--- config.mk ---
export PLATFORM = sky130hd
export DESIGN_NAME = spi_arbiter_flat
export DESIGN_NICKNAME = d
export VERILOG_FILES = /design/src/rtl/spi_arb_pkg.sv /design/src/rtl/spi_arbiter_if.sv /design/src/rtl/spi_rr_arbiter.sv /design/src/rtl/spi_arbiter.sv /design/src/flat_wrapper.sv
export SDC_FILE = /design/constraint.sdc
export NUM_CORES = 1
export LEC_CHECK = 0
export BUFFER_PORTS_ARGS = -buffer_cell sky130_fd_sc_hd__buf_2
export CAP_MARGIN = 20
export CORE_AREA = 8 8 136 138
export CTS_BUF_LIST = sky130_fd_sc_hd__clkbuf_8
export CTS_CLUSTER_DIAMETER = 200
export CTS_CLUSTER_SIZE = 14
export DETAILED_ROUTE_END_ITERATION = 8
export DIE_AREA = 0 0 144 146
export MAX_ROUTING_LAYER = met4
export PLACE_DENSITY = 0.59
export SLEW_MARGIN = 10
export SYNTH_ARGS = -nofsm -noshare
export SYNTH_HDL_FRONTEND = slang
export SYNTH_HIERARCHICAL = 1
export SYNTH_SLANG_ARGS = --single-unit
--- constraint.sdc ---
create_clock -name clk -period 4.5 [get_ports clk]
set_clock_uncertainty 0.1 [all_clocks]
set_input_delay 1.35 -clock clk [delete_from_list [all_inputs] [get_ports clk]]
set_output_delay 1.35 -clock clk [all_outputs]
set_load 0.02 [all_outputs]
--- src/rtl/spi_arb_pkg.sv ---
// Shared types and constants for the SPI arbiter slice.
// Latency: n/a (package).
// Backpressure: n/a (package).
//
// Contents: FSM state enum, command field widths, bit-count validity helper.
package spi_arb_pkg;

  localparam int DATA_W   = 32;  // SPI word width
  localparam int BITCNT_W = 6;   // transfer length field width
  localparam int DIV_W    = 16;  // SCLK divider field width
  localparam int MAX_BITS = 32;  // longest legal transfer
  localparam int GAP_W    = 4;   // wide enough for CS_GAP up to 15

  typedef enum logic [2:0] {
    ST_IDLE      = 3'd0,
    ST_LAUNCH    = 3'd1,
    ST_WAIT_DONE = 3'd2,
    ST_RESPOND   = 3'd3,
    ST_GAP       = 3'd4
  } arb_state_t;

  // A transfer length is usable only if it is 1..MAX_BITS.
  function automatic logic bit_count_ok(input logic [BITCNT_W-1:0] bc);
    return (bc != '0) && (bc <= BITCNT_W'(MAX_BITS));
  endfunction

endpackage

--- src/rtl/spi_arbiter_if.sv ---
// Bundle of requester-side and SPI-master-side signals around the arbiter.
// Latency: n/a (wiring only).
// Backpressure: requests are levels held until the owner's rsp_valid pulse.
//
// Ports (slave = arbiter view):
//   in : req, req_tx_data, req_bit_count, req_clk_div, req_cpol, req_cpha,
//        m_busy, m_done, m_cs, m_rx_data
//   out: gnt, rsp_valid, rsp_data, rsp_err, m_start, m_tx_data, m_bit_count,
//        m_clk_div, m_cpol, m_cpha, cs_n
interface spi_arbiter_if #(
  parameter int N_REQ = 4
);
  import spi_arb_pkg::*;

  // Requester side (packed per requester, slice i at [W*i +: W])
  logic [N_REQ-1:0]          req;
  logic [DATA_W*N_REQ-1:0]   req_tx_data;
  logic [BITCNT_W*N_REQ-1:0] req_bit_count;
  logic [DIV_W*N_REQ-1:0]    req_clk_div;
  logic [N_REQ-1:0]          req_cpol;
  logic [N_REQ-1:0]          req_cpha;
  logic [N_REQ-1:0]          gnt;
  logic [N_REQ-1:0]          rsp_valid;
  logic [DATA_W-1:0]         rsp_data;
  logic                      rsp_err;

  // SPI master command / status
  logic                      m_start;
  logic [DATA_W-1:0]         m_tx_data;
  logic [BITCNT_W-1:0]       m_bit_count;
  logic [DIV_W-1:0]          m_clk_div;
  logic                      m_cpol;
  logic                      m_cpha;
  logic                      m_busy;
  logic                      m_done;
  logic                      m_cs;
  logic [DATA_W-1:0]         m_rx_data;

  // Per-device chip selects, active-low
  logic [N_REQ-1:0]          cs_n;

  modport slave (
    input  req, req_tx_data, req_bit_count, req_clk_div, req_cpol, req_cpha,
    input  m_busy, m_done, m_cs, m_rx_data,
    output gnt, rsp_valid, rsp_data, rsp_err,
    output m_start, m_tx_data, m_bit_count, m_clk_div, m_cpol, m_cpha,
    output cs_n
  );

  modport master (
    output req, req_tx_data, req_bit_count, req_clk_div, req_cpol, req_cpha,
    output m_busy, m_done, m_cs, m_rx_data,
    input  gnt, rsp_valid, rsp_data, rsp_err,
    input  m_start, m_tx_data, m_bit_count, m_clk_div, m_cpol, m_cpha,
    input  cs_n
  );

endinterface

--- src/rtl/spi_rr_arbiter.sv ---
// Round-robin selector: first live request at or above i_ptr, with wrap.
// Latency: purely combinational.
// Backpressure: none; o_gnt is all-zero when no request is live.
//
// Ports: i_req (request levels), i_ptr (search start index),
//        o_gnt (one-hot winner), o_idx (winner index, 0 when none).
module spi_rr_arbiter #(
  parameter int N_REQ = 4,
  parameter int IDX_W = 2
) (
  input  logic [N_REQ-1:0] i_req,
  input  logic [IDX_W-1:0] i_ptr,
  output logic [N_REQ-1:0] o_gnt,
  output logic [IDX_W-1:0] o_idx
);

  logic w_found;

  // Index ptr+k folded back into 0..N_REQ-1; ptr is always < N_REQ.
  function automatic logic [IDX_W-1:0] wrap_idx(input int a);
    return (a >= N_REQ) ? IDX_W'(a - N_REQ) : IDX_W'(a);
  endfunction

  always_comb begin
    o_gnt   = '0;
    o_idx   = '0;
    w_found = 1'b0;
    for (int k = 0; k < N_REQ; k++) begin
      if (!w_found && i_req[wrap_idx(int'(i_ptr) + k)]) begin
        w_found                            = 1'b1;
        o_gnt[wrap_idx(int'(i_ptr) + k)]   = 1'b1;
        o_idx                              = wrap_idx(int'(i_ptr) + k);
      end
    end
  end

endmodule

--- src/rtl/spi_arbiter.sv ---
// Shares one SPI master among N_REQ requesters with round-robin arbitration.
// Latency: pick -> m_start 1 cycle; m_done -> rsp_valid 1 cycle; CS_GAP idle cycles after each response.
// Backpressure: no pick while m_busy is high or during the gap; requests wait as held levels.
//
// Ports: clk, rst (async, active-high), arb (spi_arbiter_if.slave: requester
//        levels/config in, gnt/rsp out, SPI master command out/status in, cs_n out).
module spi_arbiter
  import spi_arb_pkg::*;
#(
  parameter int N_REQ  = 4,
  parameter int CS_GAP = 2
) (
  input logic          clk,
  input logic          rst,
  spi_arbiter_if.slave arb
);

  localparam int IDX_W = (N_REQ > 1) ? $clog2(N_REQ) : 1;
  // Last count value in GAP; unused when CS_GAP is 0 because GAP is never entered.
  localparam logic [GAP_W-1:0] GAP_LAST = (CS_GAP > 0) ? GAP_W'(CS_GAP - 1) : '0;

  // ---------------------------------------------------------------- state
  arb_state_t           r_state;
  arb_state_t           w_next;
  logic [IDX_W-1:0]     r_ptr;
  logic [IDX_W-1:0]     r_owner;
  logic                 r_err;
  logic [GAP_W-1:0]     r_gap_cnt;

  logic [DATA_W-1:0]    r_m_tx;
  logic [BITCNT_W-1:0]  r_m_bc;
  logic [DIV_W-1:0]     r_m_div;
  logic                 r_m_cpol;
  logic                 r_m_cpha;

  // ---------------------------------------------------------------- arbitration
  logic [N_REQ-1:0]     w_rr_gnt;
  logic [IDX_W-1:0]     w_rr_idx;
  logic                 w_pick;

  logic [DATA_W-1:0]    w_sel_tx;
  logic [BITCNT_W-1:0]  w_sel_bc;
  logic [DIV_W-1:0]     w_sel_div;
  logic                 w_sel_cpol;
  logic                 w_sel_cpha;
  logic                 w_sel_bc_ok;

  logic [N_REQ-1:0]     w_owner_oh;

  // Combinational outputs
  logic [N_REQ-1:0]     w_gnt;
  logic [N_REQ-1:0]     w_rsp_vld;
  logic [DATA_W-1:0]    w_rsp_dat;
  logic                 w_rsp_err;
  logic                 w_m_start;
  logic [N_REQ-1:0]     w_cs_n;

  spi_rr_arbiter #(
    .N_REQ (N_REQ),
    .IDX_W (IDX_W)
  ) u_rr (
    .i_req (arb.req),
    .i_ptr (r_ptr),
    .o_gnt (w_rr_gnt),
    .o_idx (w_rr_idx)
  );

  // A pick happens only from IDLE with the master free.
  assign w_pick = (r_state == ST_IDLE) && (|w_rr_gnt) && !arb.m_busy;

  // Winner's command fields, taken straight from its packed slices.
  assign w_sel_tx    = arb.req_tx_data  [int'(w_rr_idx)*DATA_W   +: DATA_W];
  assign w_sel_bc    = arb.req_bit_count[int'(w_rr_idx)*BITCNT_W +: BITCNT_W];
  assign w_sel_div   = arb.req_clk_div  [int'(w_rr_idx)*DIV_W    +: DIV_W];
  assign w_sel_cpol  = arb.req_cpol[w_rr_idx];
  assign w_sel_cpha  = arb.req_cpha[w_rr_idx];
  assign w_sel_bc_ok = bit_count_ok(w_sel_bc);

  assign w_owner_oh  = N_REQ'(1) << r_owner;

  // ---------------------------------------------------------------- FSM register
  always_ff @(posedge clk or posedge rst) begin
    if (rst) begin
      r_state <= ST_IDLE;
    end else begin
      r_state <= w_next;
    end
  end

  // ---------------------------------------------------------------- FSM next-state / outputs
  always_comb begin
    w_next    = r_state;
    w_gnt     = '0;
    w_rsp_vld = '0;
    w_rsp_dat = '0;
    w_rsp_err = 1'b0;
    w_m_start = 1'b0;
    w_cs_n    = '1;

    case (r_state)
      ST_IDLE: begin
        // A bad length never reaches the master: answer with an error at once.
        if (w_pick) begin
          w_next = w_sel_bc_ok ? ST_LAUNCH : ST_RESPOND;
        end
      end

      ST_LAUNCH: begin
        w_m_start       = 1'b1;
        w_gnt           = w_owner_oh;
        w_cs_n[r_owner] = arb.m_cs;
        w_next          = ST_WAIT_DONE;
      end

      ST_WAIT_DONE: begin
        w_gnt           = w_owner_oh;
        w_cs_n[r_owner] = arb.m_cs;
        if (arb.m_done) begin
          w_next = ST_RESPOND;
        end
      end

      ST_RESPOND: begin
        // The master's rx word is valid in the cycle after m_done, i.e. here.
        w_rsp_vld = w_owner_oh;
        w_rsp_err = r_err;
        w_rsp_dat = r_err ? '0 : arb.m_rx_data;
        w_next    = (CS_GAP > 0) ? ST_GAP : ST_IDLE;
      end

      ST_GAP: begin
        if (r_gap_cnt == GAP_LAST) begin
          w_next = ST_IDLE;
        end
      end

      default: begin
        w_next = ST_IDLE;
      end
    endcase
  end

  // ---------------------------------------------------------------- datapath
  always_ff @(posedge clk or posedge rst) begin
    if (rst) begin
      r_ptr     <= '0;
      r_owner   <= '0;
      r_err     <= 1'b0;
      r_gap_cnt <= '0;
      r_m_tx    <= '0;
      r_m_bc    <= '0;
      r_m_div   <= '0;
      r_m_cpol  <= 1'b0;
      r_m_cpha  <= 1'b0;
    end else begin
      // Command fields are frozen from one pick to the next.
      if (w_pick) begin
        r_owner  <= w_rr_idx;
        r_err    <= !w_sel_bc_ok;
        r_m_tx   <= w_sel_tx;
        r_m_bc   <= w_sel_bc;
        r_m_div  <= w_sel_div;
        r_m_cpol <= w_sel_cpol;
        r_m_cpha <= w_sel_cpha;
      end

      // The just-served requester drops to lowest priority.
      if (r_state == ST_RESPOND) begin
        r_ptr <= (r_owner == IDX_W'(N_REQ - 1)) ? '0 : r_owner + 1'b1;
      end

      if (r_state == ST_GAP) begin
        r_gap_cnt <= r_gap_cnt + 1'b1;
      end else begin
        r_gap_cnt <= '0;
      end
    end
  end

  // ---------------------------------------------------------------- output drive
  assign arb.gnt         = w_gnt;
  assign arb.rsp_valid   = w_rsp_vld;
  assign arb.rsp_data    = w_rsp_dat;
  assign arb.rsp_err     = w_rsp_err;
  assign arb.m_start     = w_m_start;
  assign arb.m_tx_data   = r_m_tx;
  assign arb.m_bit_count = r_m_bc;
  assign arb.m_clk_div   = r_m_div;
  assign arb.m_cpol      = r_m_cpol;
  assign arb.m_cpha      = r_m_cpha;
  assign arb.cs_n        = w_cs_n;

endmodule

--- src/flat_wrapper.sv ---
// flat-port wrapper written by rule: the top's interface ports become plain ports
module spi_arbiter_flat import spi_arb_pkg::*;
#(
  parameter int N_REQ  = 4,
  parameter int CS_GAP = 2
)
  (clk, rst, arb_req, arb_req_tx_data, arb_req_bit_count, arb_req_clk_div, arb_req_cpol, arb_req_cpha, arb_m_busy, arb_m_done, arb_m_cs, arb_m_rx_data, arb_gnt, arb_rsp_valid, arb_rsp_data, arb_rsp_err, arb_m_start, arb_m_tx_data, arb_m_bit_count, arb_m_clk_div, arb_m_cpol, arb_m_cpha, arb_cs_n);
  spi_arbiter_if #(.N_REQ(N_REQ)) arb_i ();
  input logic clk;
  input logic rst;
  input wire logic [$bits(arb_i.req)-1:0] arb_req;
  input wire logic [$bits(arb_i.req_tx_data)-1:0] arb_req_tx_data;
  input wire logic [$bits(arb_i.req_bit_count)-1:0] arb_req_bit_count;
  input wire logic [$bits(arb_i.req_clk_div)-1:0] arb_req_clk_div;
  input wire logic [$bits(arb_i.req_cpol)-1:0] arb_req_cpol;
  input wire logic [$bits(arb_i.req_cpha)-1:0] arb_req_cpha;
  input wire logic [$bits(arb_i.m_busy)-1:0] arb_m_busy;
  input wire logic [$bits(arb_i.m_done)-1:0] arb_m_done;
  input wire logic [$bits(arb_i.m_cs)-1:0] arb_m_cs;
  input wire logic [$bits(arb_i.m_rx_data)-1:0] arb_m_rx_data;
  output wire logic [$bits(arb_i.gnt)-1:0] arb_gnt;
  output wire logic [$bits(arb_i.rsp_valid)-1:0] arb_rsp_valid;
  output wire logic [$bits(arb_i.rsp_data)-1:0] arb_rsp_data;
  output wire logic [$bits(arb_i.rsp_err)-1:0] arb_rsp_err;
  output wire logic [$bits(arb_i.m_start)-1:0] arb_m_start;
  output wire logic [$bits(arb_i.m_tx_data)-1:0] arb_m_tx_data;
  output wire logic [$bits(arb_i.m_bit_count)-1:0] arb_m_bit_count;
  output wire logic [$bits(arb_i.m_clk_div)-1:0] arb_m_clk_div;
  output wire logic [$bits(arb_i.m_cpol)-1:0] arb_m_cpol;
  output wire logic [$bits(arb_i.m_cpha)-1:0] arb_m_cpha;
  output wire logic [$bits(arb_i.cs_n)-1:0] arb_cs_n;
  assign arb_i.req = arb_req;
  assign arb_i.req_tx_data = arb_req_tx_data;
  assign arb_i.req_bit_count = arb_req_bit_count;
  assign arb_i.req_clk_div = arb_req_clk_div;
  assign arb_i.req_cpol = arb_req_cpol;
  assign arb_i.req_cpha = arb_req_cpha;
  assign arb_i.m_busy = arb_m_busy;
  assign arb_i.m_done = arb_m_done;
  assign arb_i.m_cs = arb_m_cs;
  assign arb_i.m_rx_data = arb_m_rx_data;
  assign arb_gnt = arb_i.gnt;
  assign arb_rsp_valid = arb_i.rsp_valid;
  assign arb_rsp_data = arb_i.rsp_data;
  assign arb_rsp_err = arb_i.rsp_err;
  assign arb_m_start = arb_i.m_start;
  assign arb_m_tx_data = arb_i.m_tx_data;
  assign arb_m_bit_count = arb_i.m_bit_count;
  assign arb_m_clk_div = arb_i.m_clk_div;
  assign arb_m_cpol = arb_i.m_cpol;
  assign arb_m_cpha = arb_i.m_cpha;
  assign arb_cs_n = arb_i.cs_n;
  spi_arbiter #(.N_REQ(N_REQ), .CS_GAP(CS_GAP)) u_core (.clk(clk), .rst(rst), .arb(arb_i));
endmodule
==> results.md <==
- Final #Nets: 991
- Synth cell types: 42
- Compound-Gate Fraction of Synth Area: 0.0444
- First-pass GRT wire length: 28,800 um
- Drt pass-1 iters: 4
- Final ANT Viol Nets: 0
- CTS clk-pin slew, worst paths: 0.06 ns
- Largest family of logic cells by synthesized area: multiplexers
- Synth Area in XOR/XNOR: 0.00372
- Synthesis-stage register bit count: 68
- Sequential fraction of the synthesis area: 0.361
- Clock Path Buffers: 2
- Core footprint: 16,300 um2
- FP Rows: 47
- Max Freq: 249 MHz
- Hold Crit Class: reg2reg
- WL/cell: 19.9 um
- Ports: 367
- Hold buffers post-CTS: 0
- Critical path type: in2reg
- Relative slew margins: 0.506
- Worst-margin pin slew: 0.740 ns
- Adder-cell area share of the yosys netlist: 0.0292
- Outcome: completed
- Post-synth ARST share: 1.00
- Worst-skew pair later-pin latency: 0.34 ns
- CTS tree: built
- Post-synth top area share: 0.361
- Final Hold Vio Count: 0
- Largest area contributor in the netlist: dfrtp_1
- Minimum clock period: 4.01 ns
- Mux cell area share after synthesis: 0.427
- Remaining Overflow, GRT: 0
- Reg area: 1700 um2
- Total of max-cap violations: 0
- Post-Route WL: 18,700 um
- P&R area growth vs syn: 49.7%
- Final Wtd Congestion: 0.867
- Final Max Slew Viols: 0
- Crit path required time: 4.62 ns
- Vias in the first global route: 5,343
- RSZ-0062 raised after global routing: false
- Post_cts resized: 0
- CTS HTree Levels: 3
- Multi-input gate area: 2900 um2
- Simple-gate share of the synthesized area: 0.104
- Startpoint types: input port
- Average size of a mapped cell: 13.6 um2
- Final Cycle Share: 0.892
- Crit end category: register
- Die X: 144 um
- Synth Cell Area: 4710 um2
- Setup Fix Bufs, Post-CTS: 0
- Syn Inst Count: 347
- Power per cell area: 737 nW/um2
- CP max FO: 8
- Fillers: 1,555
- Die area: 21,000 um2
- Setup_tns: 0 ns
- Inserted Clock Buffers: 9
- Vias per Instance: 4.83
- Remaining DRCs: 0
- Initial Utilization: 0.289
- Worst path arrival time: 4.14 ns
- Sink Count: 68
- Cell leakage power: 3.47 nW
- Post-DP HPWL: 16,000 um
- Gr usage total: 0.183
- Synth Net Count: 623
- Final setup viols: 0
- Synth top area cells: dfrtp_1 (36%), mux4_2 (28%), mux2_2 (13%)
- Number of synthesized flops with an enable pin: 0
- Synth Flop Type: dfrtp_1
- Layout cells sized above 1: 0.723
- Largest net degree at the start of global routing: 39
- Vias: 4,542
- Synthesis warning total: 6
- Count of input and output buffers: 366
- DR iter-0 viols: 171
- Peak VDD IR: 0.327 mV
- Die height: 146 um
- Initial antenna violation count: 2
- Clock root cell: clkbuf_8
- Power, Total: 5.19 mW
==> registers in the layout, indices dropped and copies added, names as in the netlist <==
signal and cells:
u_core/arb.m_cpha 1, u_core/arb.m_cpol 1, u_core/r_gap_cnt 4, u_core/arb.m_bit_count 6, u_core/arb.m_clk_div 16, u_core/r_err 1
u_core/arb.m_tx_data 32, u_core/r_owner 2, u_core/r_state 3, u_core/r_ptr 2
==> final cells by class <==
type                       instances  area share
clock inverter                     2     0.00142
antenna                            2    0.000710
multi-input combinational        246       0.411
tap                              220      0.0390
inverter                           8     0.00426
sequential                        68       0.241
timing repair buffer             382       0.279
clock buffer                      12      0.0234
==> Yosys cell counts, types with 5 or more instances <==
library cell,instances
clkbuf_1,16
nand2_1,13
buf_2,5
mux2_2,56
a22oi_1,8
inv_1,7
mux4_2,58
and2_1,41
dfrtp_1,68
ha_1,11
o21ai_1,6
nor2_1,11
o21ai_0,5
==> metal layers <==
metal	vias up	global-route usage	wire, um
met1	2206	0.193	6970
met5	-	-	0
met2	238	0.322	9860
li1	2074	-	-
met3	24	0.0479	1510
met4	0	0.0610	335
==> final timing paths <==
kind,slack (ns),endpoint,startpoint,depth (start not counted)
max,0.49,u_core/r_state[1],arb_req[1],11
min,0.40,u_core/r_gap_cnt[0],u_core/r_gap_cnt[0],1
max reg2reg,0.83,u_core/r_state[1],u_core/r_ptr[1],12
min reg2reg,0.40,u_core/r_gap_cnt[0],u_core/r_gap_cnt[0],1
max in group asynchronous,2.31,u_core/arb.m_tx_data[27],rst,3
min in group asynchronous,1.02,u_core/arb.m_tx_data[15],rst,2
==> critical path, cell delays in order <==
cell,delay [ns]
buf_2,0.13
mux4_2,0.51
nand2b_4,0.18
nor3_4,0.27
inv_2,0.07
o22ai_4,0.30
mux4_2,0.37
or3_1,0.39
o21ai_0,0.22
a21oi_1,0.09
o31a_1,0.24
==> where the power goes <==
group	switching, mW	internal [mW]	leakage, nW
clock	0.226	0.237	0.0941
combinational	1.80	1.83	2.56
sequential	0.184	0.917	0.819
==> layout by cell type (no fill, tap or decap), types with 2 or more instances in the layout <==
cell type  Yosys  routed
a21oi_1        3       3
a22oi_1        8       8
and2_1        41      41
buf_2          5     366
buf_4          0      15
clkbuf_8       0      12
clkinv_2       0       2
dfrtp_1       68      68
diode_2        0       2
ha_1          11      11
inv_1          7       6
inv_2          1       2
mux2_2        56      56
mux2i_1        2       2
mux4_1         2       2
mux4_2        58      58
nand2_1       13      13
nand3_1        2       2
nor2_1        11      11
nor3_1         3       3
nor3b_1        2       2
o21a_1         2       2
o21ai_0        5       5
o21ai_1        6       6
or3_1          2       2
==> kinds of logic (layout without fill, tap and decap cells) <==
family / count (synthesis) / count (layout)
multiplexers: 118 / 118
AND/OR/NAND/NOR: 83 / 83
flip-flops: 68 / 68
buffers and inverters: 33 / 404
AO/OA/AOI/OAI: 32 / 32
adder cells (fa/ha/maj): 11 / 11
XOR/XNOR: 2 / 2
other: 0 / 2
==> stage by stage <==
stage	util	cells	worst slack [ns]	hold slack [ns]	instance area (um2)
after floorplan	-	347	0.206	0.360	4710
after global placement	0.422	924	0.193	0.371	6870
after detailed placement	0.422	924	0.128	0.390	6870
after CTS	0.432	938	0.517	0.403	7040
after global routing	0.433	940	0.374	0.426	7050
final	0.433	940	0.486	0.398	7050
Note: power is estimated with default switching activity, not from simulation.
